<file path="src/rtl/ball_engine.sv">
// Ball motion and collision engine: programmable step rate, one-brick-per-cycle
// collision scan, wall/paddle/brick reflection. Optional macro BALL_PADDLE_ANGLE_EN.
module ball_engine #(
    parameter int NUM_BRICKS   = 8,
    parameter int IDX_W        = (NUM_BRICKS > 1) ? $clog2(NUM_BRICKS) : 1,
    parameter int COORD_W      = 10,
    parameter int DELAY_W      = 25,
    parameter int BALL_SIZE    = 20,
    parameter int BRICK_W      = 58,
    parameter int BRICK_H      = 20,
    parameter int PADDLE_W     = 75,
    parameter int PADDLE_Y     = 458,
    parameter int FIELD_LEFT   = 134,
    parameter int FIELD_RIGHT  = 504,
    parameter int FIELD_TOP    = 0,
    parameter int FIELD_BOTTOM = 478,
    parameter int START_X      = 309,
    parameter int START_Y      = 438,
    parameter int MAX_DX       = 5
) (
    input  logic                          clk,
    input  logic                          rst,
    input  logic                          start,
    input  logic [DELAY_W-1:0]            delay_done,
    input  logic [COORD_W-1:0]            paddle_x,
    input  logic [NUM_BRICKS*COORD_W-1:0] brick_x,
    input  logic [NUM_BRICKS*COORD_W-1:0] brick_y,
    input  logic [NUM_BRICKS-1:0]         bricks_exist,
    output logic [COORD_W-1:0]            x,
    output logic [COORD_W-1:0]            y,
    output logic                          hit_valid,
    output logic [IDX_W-1:0]              hit_idx,
    output logic                          lost
);
    localparam int CW  = COORD_W + 1;
    localparam int XSW = COORD_W + 2;

    typedef enum logic [2:0] {S_IDLE, S_WAIT, S_SCAN, S_BOUNCE, S_LOST} state_t;

    state_t             state;
    logic [DELAY_W-1:0] delay;
    logic signed [3:0]  dx;
    logic               dy_dn;
    logic [IDX_W-1:0]   idx;
    logic               hit_seen;

    logic [CW-1:0]      xe, ye, cx, bx, by, pe;
    logic signed [XSW-1:0] xs;
    logic [COORD_W-1:0] x_step, y_step;
    logic               overlap, centre_in, bottom;
    logic signed [3:0]  mag, b_dx;
    logic               b_dy_dn;

    assign xe = {1'b0, x};
    assign ye = {1'b0, y};
    assign pe = {1'b0, paddle_x};
    assign cx = xe + CW'(BALL_SIZE / 2);
    assign bx = {1'b0, brick_x[int'(idx)*COORD_W +: COORD_W]};
    assign by = {1'b0, brick_y[int'(idx)*COORD_W +: COORD_W]};

    assign overlap = bricks_exist[idx] &&
                     (xe <= bx + CW'(BRICK_W - 1)) && (xe + CW'(BALL_SIZE - 1) >= bx) &&
                     (ye <= by + CW'(BRICK_H - 1)) && (ye + CW'(BALL_SIZE - 1) >= by);
    assign centre_in = (cx >= bx) && (cx <= bx + CW'(BRICK_W - 1));
    assign bottom    = (ye + CW'(BALL_SIZE - 1) >= CW'(FIELD_BOTTOM));

    // x step saturates: sign bit means underflow, bit COORD_W means overflow
    assign xs     = $signed({2'b00, x}) + XSW'(dx);
    assign x_step = xs[XSW-1] ? '0 : (xs[COORD_W] ? '1 : xs[COORD_W-1:0]);
    assign y_step = dy_dn ? y + 1'b1 : y - 1'b1;
    assign mag    = dx[3] ? -dx : dx;

`ifdef BALL_PADDLE_ANGLE_EN
    logic signed [3:0] mag_inc, mag_dec;
    assign mag_inc = (mag >= 4'(MAX_DX)) ? 4'(MAX_DX) : mag + 4'sd1;
    assign mag_dec = (mag > 4'sd1) ? mag - 4'sd1 : 4'sd1;
`endif

    // Wall and paddle directions are absolute; later rules override earlier ones
    always_comb begin
        b_dx    = dx;
        b_dy_dn = dy_dn;
        if (xe <= CW'(FIELD_LEFT))                     b_dx = mag;
        if (xe + CW'(BALL_SIZE - 1) >= CW'(FIELD_RIGHT)) b_dx = -mag;
        if (ye <= CW'(FIELD_TOP))                      b_dy_dn = 1'b1;
        if (b_dy_dn && (ye + CW'(BALL_SIZE) == CW'(PADDLE_Y)) &&
            (xe + CW'(BALL_SIZE - 1) >= pe) && (xe <= pe + CW'(PADDLE_W - 1))) begin
            b_dy_dn = 1'b0;
`ifdef BALL_PADDLE_ANGLE_EN
            if (cx < pe + CW'(PADDLE_W / 3))          b_dx = -mag_inc;
            else if (cx >= pe + CW'(2 * PADDLE_W / 3)) b_dx = mag_inc;
            else                                      b_dx = b_dx[3] ? -mag_dec : mag_dec;
`endif
        end
    end

    always_ff @(posedge clk or negedge rst) begin
        if (!rst) begin
            state     <= S_IDLE;
            x         <= COORD_W'(START_X);
            y         <= COORD_W'(START_Y);
            dx        <= 4'sd1;
            dy_dn     <= 1'b0;
            delay     <= '0;
            idx       <= '0;
            hit_seen  <= 1'b0;
            hit_valid <= 1'b0;
            hit_idx   <= '0;
            lost      <= 1'b0;
        end else begin
            hit_valid <= 1'b0;
            case (state)
                S_IDLE: if (start) state <= S_WAIT;
                S_WAIT: begin
                    if (delay >= delay_done) begin
                        x        <= x_step;
                        y        <= y_step;
                        delay    <= '0;
                        idx      <= '0;
                        hit_seen <= 1'b0;
                        state    <= S_SCAN;
                    end else begin
                        delay <= delay + 1'b1;
                    end
                end
                S_SCAN: begin
                    if (overlap && !hit_seen) begin
                        hit_seen  <= 1'b1;
                        hit_valid <= 1'b1;
                        hit_idx   <= idx;
                        if (centre_in) dy_dn <= ~dy_dn;
                        else           dx    <= -dx;
                    end
                    if (idx == IDX_W'(NUM_BRICKS - 1)) state <= S_BOUNCE;
                    else                               idx   <= idx + 1'b1;
                end
                S_BOUNCE: begin
                    dx    <= b_dx;
                    dy_dn <= b_dy_dn;
                    if (bottom) begin
                        lost  <= 1'b1;
                        state <= S_LOST;
                    end else begin
                        state <= S_WAIT;
                    end
                end
                S_LOST: begin
                    if (start) begin
                        x     <= COORD_W'(START_X);
                        y     <= COORD_W'(START_Y);
                        dx    <= 4'sd1;
                        dy_dn <= 1'b0;
                        delay <= '0;
                        lost  <= 1'b0;
                        state <= S_WAIT;
                    end
                end
                default: state <= S_IDLE;
            endcase
        end
    end
endmodule

</file>
<file path="config.mk">
export PLATFORM = sky130hd
export DESIGN_NAME = ball_engine
export DESIGN_NICKNAME = d
export VERILOG_FILES = /design/src/rtl/ball_engine.sv
export SDC_FILE = /design/constraint.sdc
export NUM_CORES = 1
export LEC_CHECK = 0
export BUFFER_PORTS_ARGS = -buffer_cell sky130_fd_sc_hd__buf_2
export CAP_MARGIN = 20
export CORE_MARGIN = 10
export CORE_UTILIZATION = 50
export DETAILED_ROUTE_END_ITERATION = 8
export PLACE_DENSITY_LB_ADDON = 0.2
export SYNTH_ARGS = -nofsm -noshare
export SYNTH_HDL_FRONTEND = slang
export SYNTH_SLANG_ARGS = --single-unit
export TNS_END_PERCENT = 30
</file>
<file path="constraint.sdc">
create_clock -name clk -period 7.26 [get_ports clk]
set_input_delay 1.452 -clock clk [delete_from_list [all_inputs] [get_ports clk]]
set_output_delay 1.452 -clock clk [all_outputs]
set_load 0.05 [all_outputs]
</file>
==> summary.md, run 1 <==
| Metric | Value |
|---|---|
| Hold buffers post-CTS | `0` |
| Post-synth cell types | `76` |
| Filler Cells Inserted | `1612` |
| CP Launch Type | `input port` |
| Sequential area share after synthesis | `17.7%` |
| Clock buffer depth | `2` |
| Clk_lat worst skew | `0.33 ns` |
| Area grow syn2layout | `18.5%` |
| Initial antenna violation count | `0` |
| Total iterations of the first detailed-routing run | `4` |
| Hold WS | `0.492 ns` |
| RSZ-0062 raised after global routing | `false` |
| Yosys Warn Count | `0` |
| GPL Wtd Cong | `0.931` |
| Final Cycle Share | `74.7%` |
| Grt total ovfl | `0` |
| Final setup vio count | `0` |
| Async SR Flop Fraction | `100%` |
| Number of synthesized flops with an enable pin | `0` |
| Largest net degree at the start of global routing | `63` |
| Setup crit end kind | `register` |
| PwrDens | `117 nW/µm²` |
| Core Footprint | `17300 µm²` |
| Worst-margin pin slew | `0.944 ns` |
| Total GRT Usage | `21.7%` |
| Clk slew on worst S/H paths | `0.05 ns` |
| CTS buffer count | `9` |
| CTS tree | `built` |
| Post-Syn Area | `8850 µm²` |
| Die Span Y | `153 µm` |
| Layout Nets | `1569` |
| Die X | `153 µm` |
| Final min period | `5.42 ns` |
| Clock sink count | `62` |
| DR iter-0 viols | `586` |
| Primary FF master, synth | `dfrtp_1` |
| Post-cts gate resize count | `0` |
| Crit path DAT | `5.63 ns` |
| Number of remaining DRC errors | `0` |
| Status | `complete, no violations` |
| Flops & latches, synth | `62` |
| Commonest non-fill, non-tap cell in the layout | `buf_2` |
| Post-Route WL | `26800 µm` |
| Vias post-DR | `8426` |
| Final setup TNS | `0 ns` |
| Clk root buf | `clkbuf_16` |
| DIE AREA | `23400 µm²` |
| Initial Util | `51.2%` |
| Critical Path Fanout Max | `5` |
| Number of setup buffers added after CTS | `0` |
| Mapped Cells | `1015` |
| DR vias/cell | `5.80` |
| Share of cells above drive strength 1 | `26.9%` |
| Routed wire per std cell | `18.4 µm` |
| VDD IR max | `106 µV` |
| Clk_skew | `0.00752 ns` |
| Leak | `5.36 nW` |
| H-tree depth | `3` |
| First-pass GRT wire length | `42900 µm` |
| Slew Limit Fails | `0` |
| Net Count, Synth | `1362` |
| Top-level port count | `231` |
| DPL Wire Length | `22000 µm` |
| Via count of the first global-routing pass | `8299` |
| Seq. cell area | `1570 µm²` |
| Critical path type | `input port to register` |
| Required time of the critical path | `7.47 ns` |
| Max frequency | `0.184 GHz` |
| DRT antenna net count | `0` |
| IO Port Bufs | `230` |
| # rows | `48` |
| Diodes inserted | `0` |
| Rel. slew slack | `36.9%` |
| Worst Hold Class | `register to register` |
| Area taken by multi-input logic gates | `6810 µm²` |
| Most frequent cells in the layout | `buf_2, ha_1, o21ai_0` |
| Final Hold Fails | `0` |
| Max-Cap Viols | `0` |
| Synthesized area per cell | `8.72 µm²` |
report_power, final:
group / internal (mW) / leakage [nW] / switching [mW]
Combinational: 0.173 / 4.40 / 0.178
Sequential: 0.366 / 0.798 / 0.0308
Clock: 0.328 / 0.166 / 0.156
Total: 0.868 / 5.36 / 0.365
synthesized netlist by cell type (8+ instances only):
cell	n	area, µm²
o21ai_0	83	415
nor2b_1	15	93.8
clkbuf_1	24	90.1
nand2b_1	14	87.6
nand3_1	31	155
nor2_1	63	236
o21ai_1	21	105
nand2_1	67	251
and3_1	14	87.6
dfrtp_1	50	1250
xnor2_1	49	429
a22o_1	8	70.1
nor3_1	35	175
xor2_1	17	149
buf_2	9	45.0
mux4_2	42	946
ha_1	139	1740
inv_1	72	270
o21a_1	16	120
a31oi_1	9	56.3
mux2i_1	24	240
a21oi_1	48	240
nand4_1	14	87.6
a21o_1	26	195
dfstp_2	12	315
final timing paths:
check                                    from                      to  slack, ns  cells after the start
max                               brick_x[70]  hit_idx[1]$_DFFE_PN0P_       1.84                     18
min                          lost$_DFFE_PN0P_        lost$_DFFE_PN0P_       0.49                      2
max reg2reg                idx[0]$_DFFE_PN0P_  hit_idx[1]$_DFFE_PN0P_       1.95                     17
min reg2reg                  lost$_DFFE_PN0P_        lost$_DFFE_PN0P_       0.49                      2
max in group asynchronous                 rst      idx[0]$_DFFE_PN0P_       5.37                      2
min in group asynchronous                 rst        y[0]$_DFFE_PN0P_       1.29                      2
per-layer routing:
layer / vias to the layer above / part of all wire [%] / global-route usage (%)
li1: 4184 / - / -
met2: 203 / 49 / 37.3
met4: 0 / 0.98 / 3.09
met5: - / 0 / 0
met1: 4012 / 45 / 28.2
met3: 27 / 4.8 / 4.12
state kept, by name, summed over array words and instances (netlist names), named ones only:
signal	count
delay	25
dx	3
dy_dn	1
hit_idx	3
hit_seen	1
hit_valid	1
idx	3
lost	1
state	3
x	10
y	10
cells by family after synthesis:
group	Yosys count	share of synthesized area (%)
AND/OR/NAND/NOR	287	16.3
AO/OA/AOI/OAI	267	18.9
adder cells (fa/ha/maj)	141	20.1
multiplexers	75	14.8
buffers and inverters	116	5.44
XOR/XNOR	67	6.80
flip-flops	62	17.7
stage by stage:
stage	power [mW]	setup WS, ns	std cells	cell area, µm²	util, %
final	1.23	1.84	1452	10500	60.6
after global routing	1.30	1.41	1452	10500	60.6
after CTS	1.24	1.85	1452	10500	60.6
after detailed placement	0.751	1.53	1436	10200	58.7
after global placement	0.742	1.62	1436	10200	58.7
after floorplan	0.623	1.99	1015	8850	-
critical path, stage by stage:
cell and delay, ns:
buf_2 0.11, mux4_2 0.49, mux2i_2 0.28, inv_1 0.13
ha_1 0.21, inv_1 0.09, o21ai_1 0.09, nor3_1 0.32
nor2_1 0.11, xor2_1 0.17, ha_1 0.32, a21o_1 0.16
a21o_1 0.21, a2111oi_0 0.39, a21o_1 0.13, o2111ai_1 0.16
or3_1 0.46, mux2_4 0.33
area by class of cell:
class | instances | area share (%)
Clock buffer | 13 | 2.58
Clock inverter | 3 | 0.620
Inverter | 74 | 2.70
Multi-Input combinational cell | 837 | 64.9
Sequential cell | 62 | 15.0
Tap cell | 225 | 2.68
Timing Repair Buffer | 238 | 11.5
(Power assumes the default switching activity.)
==> run 2: changes to the inputs <==
Clock period 7.26 ns to 5.1 ns, I/O delays scaled along.
==> run 2 against run 1 <==
  * Total power increased by 42%
  * Worst hold slack got worse by 0.013 ns
  * Clock power increased by 41%
  * Core utilization increased by 0.84 points
  * Sequential share of layout area decreased by 0.16 points
  * Die area unchanged
  * Combinational power increased by 45%
  * Cell area increased by 1.4%
  * Via count increased by 2.0%
  * Critical path type unchanged
==> summary.md, run 2 (synthesis results as in run 1) <==
| Metric | Value |
|---|---|
| Status | `complete, no violations` |
| CTS tree | `built` |
| H-tree depth | `3 (unchanged)` |
| Largest net degree at the start of global routing | `61 (-3.2%)` |
| Total GRT Usage | `22.2% (+0.46 points)` |
| CTS buffer count | `9 (unchanged)` |
| Most flops, register | `delay` |
| Total iterations of the first detailed-routing run | `5 (+1)` |
| Clk slew on worst S/H paths | `0.05 ns (about the same)` |
| Crit path DAT | `4.96 ns (-0.67 ns)` |
| PwrDens | `165 nW/µm² (+41%)` |
| Layout Nets | `1587 (+1.1%)` |
| Clock buffer depth | `2 (unchanged)` |
| Critical Path Fanout Max | `5 (unchanged)` |
| Final min period | `4.76 ns` |
| Worst Hold Class | `input port to asynchronous set/reset pin` |
| Clk_skew | `0.00898 ns (+0.00146 ns)` |
| Die X | `153 µm (unchanged)` |
| Final Cycle Share | `93.3%` |
| Required time of the critical path | `5.30 ns (-2.17 ns)` |
| # rows | `48 (unchanged)` |
| Clk_lat worst skew | `0.33 ns (about the same)` |
| Most frequent cells in the layout | `buf_2, ha_1, o21ai_0` |
| Area taken by multi-input logic gates | `6810 µm² (about the same)` |
| Initial antenna violation count | `0 (unchanged)` |
| Die Span Y | `153 µm (unchanged)` |
| Via count of the first global-routing pass | `8539 (+2.9%)` |
| Routed wire per std cell | `18.6 µm (+0.75%)` |
| Max-Cap Viols | `0 (unchanged)` |
| GPL Wtd Cong | `0.910 (-2.2%)` |
| Max frequency | `0.210 GHz` |
| Filler Cells Inserted | `1568 (-2.7%)` |
| Biggest regs | `delay: 25 flops, x: 10 flops, y: 10 flops` |
| Top-level port count | `231 (unchanged)` |
| Post-Route WL | `27300 µm (+2.0%)` |
| Diodes inserted | `0 (unchanged)` |
| Clock sink count | `62 (unchanged)` |
| Final WS setup | `0.342 ns (-1.50 ns)` |
| Commonest non-fill, non-tap cell in the layout | `buf_2` |
| Final setup vio count | `0 (unchanged)` |
| Area grow syn2layout | `20.1%` |
| VDD IR max | `134 µV (+26%)` |
| Setup crit end kind | `register` |
| Placed cell area | `10300 µm² (+1.3%)` |
| Share of cells above drive strength 1 | `28.0% (+1.1 points)` |
| Power, Total | `1.76 mW (+42%)` |
| First-pass GRT wire length | `43800 µm (+2.3%)` |
| Rel. slew slack | `37.7% (+0.84 points)` |
| Post-route cell area | `10600 µm² (+1.4%)` |
| IO Port Bufs | `230 (unchanged)` |
| Core Footprint | `17300 µm² (unchanged)` |
| Slew Limit Fails | `0 (unchanged)` |
| DIE AREA | `23400 µm² (unchanged)` |
| Critical path type | `input port to register` |
| Largest register FFs | `25 (unchanged)` |
| Final Core Density | `61.5% (+0.84 points)` |
| Vias post-DR | `8598 (+2.0%)` |
| Hold WS | `0.480 ns (-0.0125 ns)` |
| DPL Wire Length | `22400 µm (+1.9%)` |
| DR vias/cell | `5.85 (+0.79%)` |
| Grt total ovfl | `0 (unchanged)` |
| Dpl ws | `-0.0466 ns (-1.57 ns)` |
| Leak | `5.45 nW (+1.6%)` |
| RSZ-0062 raised after global routing | `false` |
| Initial Util | `51.2% (unchanged)` |
| Number of setup buffers added after CTS | `0 (unchanged)` |
| Post-cts gate resize count | `0 (unchanged)` |
| Worst-margin pin slew | `0.931 ns (-0.0126 ns)` |
| DR iter-0 viols | `560 (-4.4%)` |
| CP Launch Type | `input port` |
| Seq. cell area | `1580 µm² (+0.32%)` |
| Hold buffers post-CTS | `0 (unchanged)` |
| DRT antenna net count | `0 (unchanged)` |
| Final Hold Fails | `0 (unchanged)` |
| Number of remaining DRC errors | `0 (unchanged)` |
| Clk root buf | `clkbuf_16` |
==> run 2: cell types whose count changed in the layout (fill, tap and decap cells not counted), sizes merged <==
cell	before	now
buf	238	256
==> run 2: worst max-delay path: stages <==
cell,delay (ns)
buf_2,0.11
mux4_2,0.49
mux2i_2,0.23
inv_1,0.13
ha_1,0.22
inv_1,0.10
o21ai_1,0.09
nor3_1,0.20
nor2_1,0.09
xor2_1,0.23
ha_1,0.29
a21o_1,0.15
a21o_1,0.20
a2111oi_0,0.39
a21o_1,0.13
o2111ai_1,0.17
or3_4,0.41
mux2_4,0.31
==> run 2: final timing paths <==
kind / startpoint / endpoint / slack, ns / depth (start not counted)
max in group asynchronous: rst / idx[1]$_DFFE_PN0P_ / 3.59 / 2
max reg2reg: idx[0]$_DFFE_PN0P_ / hit_idx[1]$_DFFE_PN0P_ / 0.42 / 17
max: brick_x[70] / hit_idx[1]$_DFFE_PN0P_ / 0.34 / 18
min: rst / y[0]$_DFFE_PN0P_ / 0.48 / 1
min reg2reg: lost$_DFFE_PN0P_ / lost$_DFFE_PN0P_ / 0.49 / 2
min in group clk: lost$_DFFE_PN0P_ / lost$_DFFE_PN0P_ / 0.49 / 2
==> run 2: layout make-up <==
cell class,count,area share (%)
clock buffer,13,2.54
clock inverter,3,0.612
inverter,74,2.66
multi-input combinational,837,64.1
sequential,62,14.8
tap,225,2.65
timing repair buffer,256,12.7
==> run 2: where the power goes <==
part	internal (mW)	total, mW	switching (mW)
clock network	0.467	0.682	0.215
logic	0.253	0.509	0.256
registers	0.521	0.564	0.0430
==> run 2: metrics by stage <==
step / setup TNS [ns] / cells
after floorplan: 0 / 1015
after global placement: 0 / 1454
after detailed placement: -0.0826 / 1454
after CTS: 0 / 1470
after global routing: 0 / 1470
final: 0 / 1470
==> run 2: metal layers <==
| metal | global-route usage [%] | wire length (µm) | vias to the layer above |
|---|---|---|---|
| met4 | 4.31 | 229 | 0 |
| met2 | 38.1 | 13400 | 247 |
| met1 | 28.8 | 12200 | 4096 |
| li1 | - | - | 4230 |
| met5 | 0 | 0 | - |
| met3 | 3.48 | 1460 | 25 |
==> run 3: changes to the inputs <==
Settings changed: PLACE_DENSITY_LB_ADDON 0.2 to 0.12, SLEW_MARGIN set to 10.
==> run 3 against run 2 <==
  * Routed wire length is 0.43% higher
  * Fmax is 1.0% higher
  * Core utilization is 0.19 points higher
  * Clock skew is 0.0034 ns lower
  * First-iteration DRC count is 4.3% higher
  * Cell area is 0.31% higher
  * Critical path depth is 1 lower
  * Clock power is 9.4% lower
  * Final cell count is 0.61% higher
  * Sequential cell count stayed put
==> summary.md, run 3 (synthesis results as in run 1) <==
| Metric | Value |
|---|---|
| Status | `complete, no violations` |
| Placed cell area | `10300 µm² (+0.58%)` |
| Most frequent cells in the layout | `buf_2, ha_1, o21ai_0` |
| Via count of the first global-routing pass | `8465 (-0.87%)` |
| Initial antenna violation count | `2 (+2)` |
| Total GRT Usage | `22.2% (+0.033 points)` |
| Slew Limit Fails | `0 (unchanged)` |
| Dpl ws | `0.00848 ns (+0.0551 ns)` |
| Rel. slew slack | `41.6% (+3.9 points)` |
| Core Footprint | `17300 µm² (unchanged)` |
| Clk_skew | `0.00560 ns (-0.00338 ns)` |
| Crit-path max cell delay | `0.50 ns (about the same)` |
| # rows | `48 (unchanged)` |
| Top-level port count | `231 (unchanged)` |
| Max-Cap Viols | `0 (unchanged)` |
| Setup crit end kind | `register` |
| Initial Util | `51.2% (unchanged)` |
| DPL Wire Length | `22600 µm (+1.0%)` |
| Commonest non-fill, non-tap cell in the layout | `buf_2` |
| Clk root buf | `clkbuf_16` |
| CP Launch Type | `input port` |
| Final setup TNS | `0 ns (unchanged)` |
| CTS tree | `built` |
| DIE AREA | `23400 µm² (unchanged)` |
| Leak | `5.48 nW (+0.45%)` |
| Final Hold Fails | `0 (unchanged)` |
| Grt total ovfl | `0 (unchanged)` |
| Total iterations of the first detailed-routing run | `5 (unchanged)` |
| IO Port Bufs | `230 (unchanged)` |
| GPL Wtd Cong | `0.907 (-0.36%)` |
| Final min period | `4.71 ns (-0.0478 ns)` |
| H-tree depth | `3 (unchanged)` |
| Slowest CP cell | `mux4_2` |
| DR vias/cell | `5.79 (-1.0%)` |
| RSZ-0062 raised after global routing | `false` |
| Worst Hold Class | `register to register` |
| Hold WS | `0.476 ns (-0.00318 ns)` |
| Largest net degree at the start of global routing | `41 (-33%)` |
| Crit path buffers/inverters | `2 (-1)` |
| Clk_lat worst skew | `0.33 ns (about the same)` |
| Biggest regs | `delay: 25 flops, x: 10 flops, y: 10 flops` |
| Max frequency | `0.212 GHz (+1.0%)` |
| Required time of the critical path | `5.31 ns (about the same)` |
| Number of remaining DRC errors | `0 (unchanged)` |
| Clock sink count | `62 (unchanged)` |
| Routed wire per std cell | `18.5 µm (-0.19%)` |
| Largest register FFs | `25 (unchanged)` |
| CTS buffer count | `9 (unchanged)` |
| Share of cells above drive strength 1 | `28.4% (+0.36 points)` |
| Post-route cell area | `10700 µm² (+0.31%)` |
| Final setup vio count | `0 (unchanged)` |
| Final WS setup | `0.390 ns (+0.0478 ns)` |
| Critical path type | `input port to register` |
| Final Core Density | `61.7% (+0.19 points)` |
| Final cell count without fillers | `1479 (+0.61%)` |
| DRT antenna net count | `0 (unchanged)` |
| Most flops, register | `delay` |
| VDD IR max | `138 µV (+3.0%)` |
| PwrDens | `159 nW/µm² (-3.7%)` |
| Post-Route WL | `27400 µm (+0.43%)` |
| First-pass GRT wire length | `43700 µm (-0.35%)` |
| CP most frequent cell | `a21o_1` |
| Power, Total | `1.70 mW (-3.4%)` |
| Worst-margin pin slew | `0.873 ns (-0.0577 ns)` |
| CP delay by family, top | `compound AO/OA/AOI/OAI gates` |
| Clk slew on worst S/H paths | `0.05 ns (about the same)` |
| Crit path DAT | `4.92 ns (-0.04 ns)` |
| DR iter-0 viols | `584 (+4.3%)` |
| Die Span Y | `153 µm (unchanged)` |
| Area grow syn2layout | `20.5%` |
| Final Cycle Share | `92.4% (-0.94 points)` |
| Diodes inserted | `0 (unchanged)` |
| Vias post-DR | `8564 (-0.40%)` |
| Die X | `153 µm (unchanged)` |
| Critical Path Fanout Max | `5 (unchanged)` |
| Clock buffer depth | `2 (unchanged)` |
| Layout Nets | `1596 (+0.57%)` |
| Crit path cell chain | `buf_2 -> mux4_2 -> mux2i_2 -> buf_4 -> nor3_2 -> nor4b_2 -> nor2_1 -> xor2_1 -> ha_1 -> a21o_1 -> a21o_1 -> a21o_1 -> a2111oi_1 -> a21o_1 -> o2111ai_1 -> or3_1 -> mux2_4` |
| Post-Place Cells | `1462 (+0.55%)` |
## run 3: cell type report
class,instances,area (µm²)
Clock buffer,13,260
Clock inverter,3,42.5
Fill cell,1574,6630
Inverter,74,283
Multi-Input combinational cell,837,6810
Sequential cell,62,1570
Tap cell,225,282
Timing Repair Buffer,265,1420
## run 3: what timing repair did
item / CTS / global route
endpoints found under the setup margin: 0 / 6
setup buffers: 0 / 1
gates resized for setup: 0 / 2
hold buffers: 0 / 0
## run 3: path summary, 6_finish.rpt
check	depth (start not counted)	slack (ns)	from	to
max	17	0.39	brick_x[60]	hit_idx[1]$_DFFE_PN0P_
min	2	0.48	hit_idx[0]$_DFFE_PN0P_	hit_idx[0]$_DFFE_PN0P_
max reg2reg	14	0.41	idx[1]$_DFFE_PN0P_	hit_idx[1]$_DFFE_PN0P_
min reg2reg	2	0.48	hit_idx[0]$_DFFE_PN0P_	hit_idx[0]$_DFFE_PN0P_
max in group asynchronous	2	3.48	rst	x[0]$_DFFE_PN1P_
min in group asynchronous	1	0.67	rst	y[0]$_DFFE_PN0P_
## run 3: power breakdown
part           total (mW)  switching, mW  internal (mW)
Sequential          0.564         0.0427          0.521
Combinational       0.513          0.258          0.255
Clock               0.618          0.214          0.404
Total                1.70          0.515           1.18
## run 3: layer usage
layer / track usage, % / share of wire (%) / up-vias
met2: 37.7 / 48 / 221
met3: 4.32 / 5.9 / 38
met1: 28.6 / 44 / 4069
li1: - / - / 4232
met4: 4.68 / 1.4 / 4
met5: 0 / 0.099 / -
## run 3: worst register-to-register path, stage by stage, from the launching register on
cell and delay (ns):
dfrtp_2 0.70, buf_4 0.36, mux4_2 0.54, mux2i_1 0.30, o21ai_0 0.18, xnor2_1 0.24
ha_1 0.30, o21ai_0 0.09, a21oi_1 0.10, or2_2 0.30, a2111oi_1 0.38, a21o_1 0.13
o2111ai_1 0.16, or3_1 0.46, mux2_4 0.33
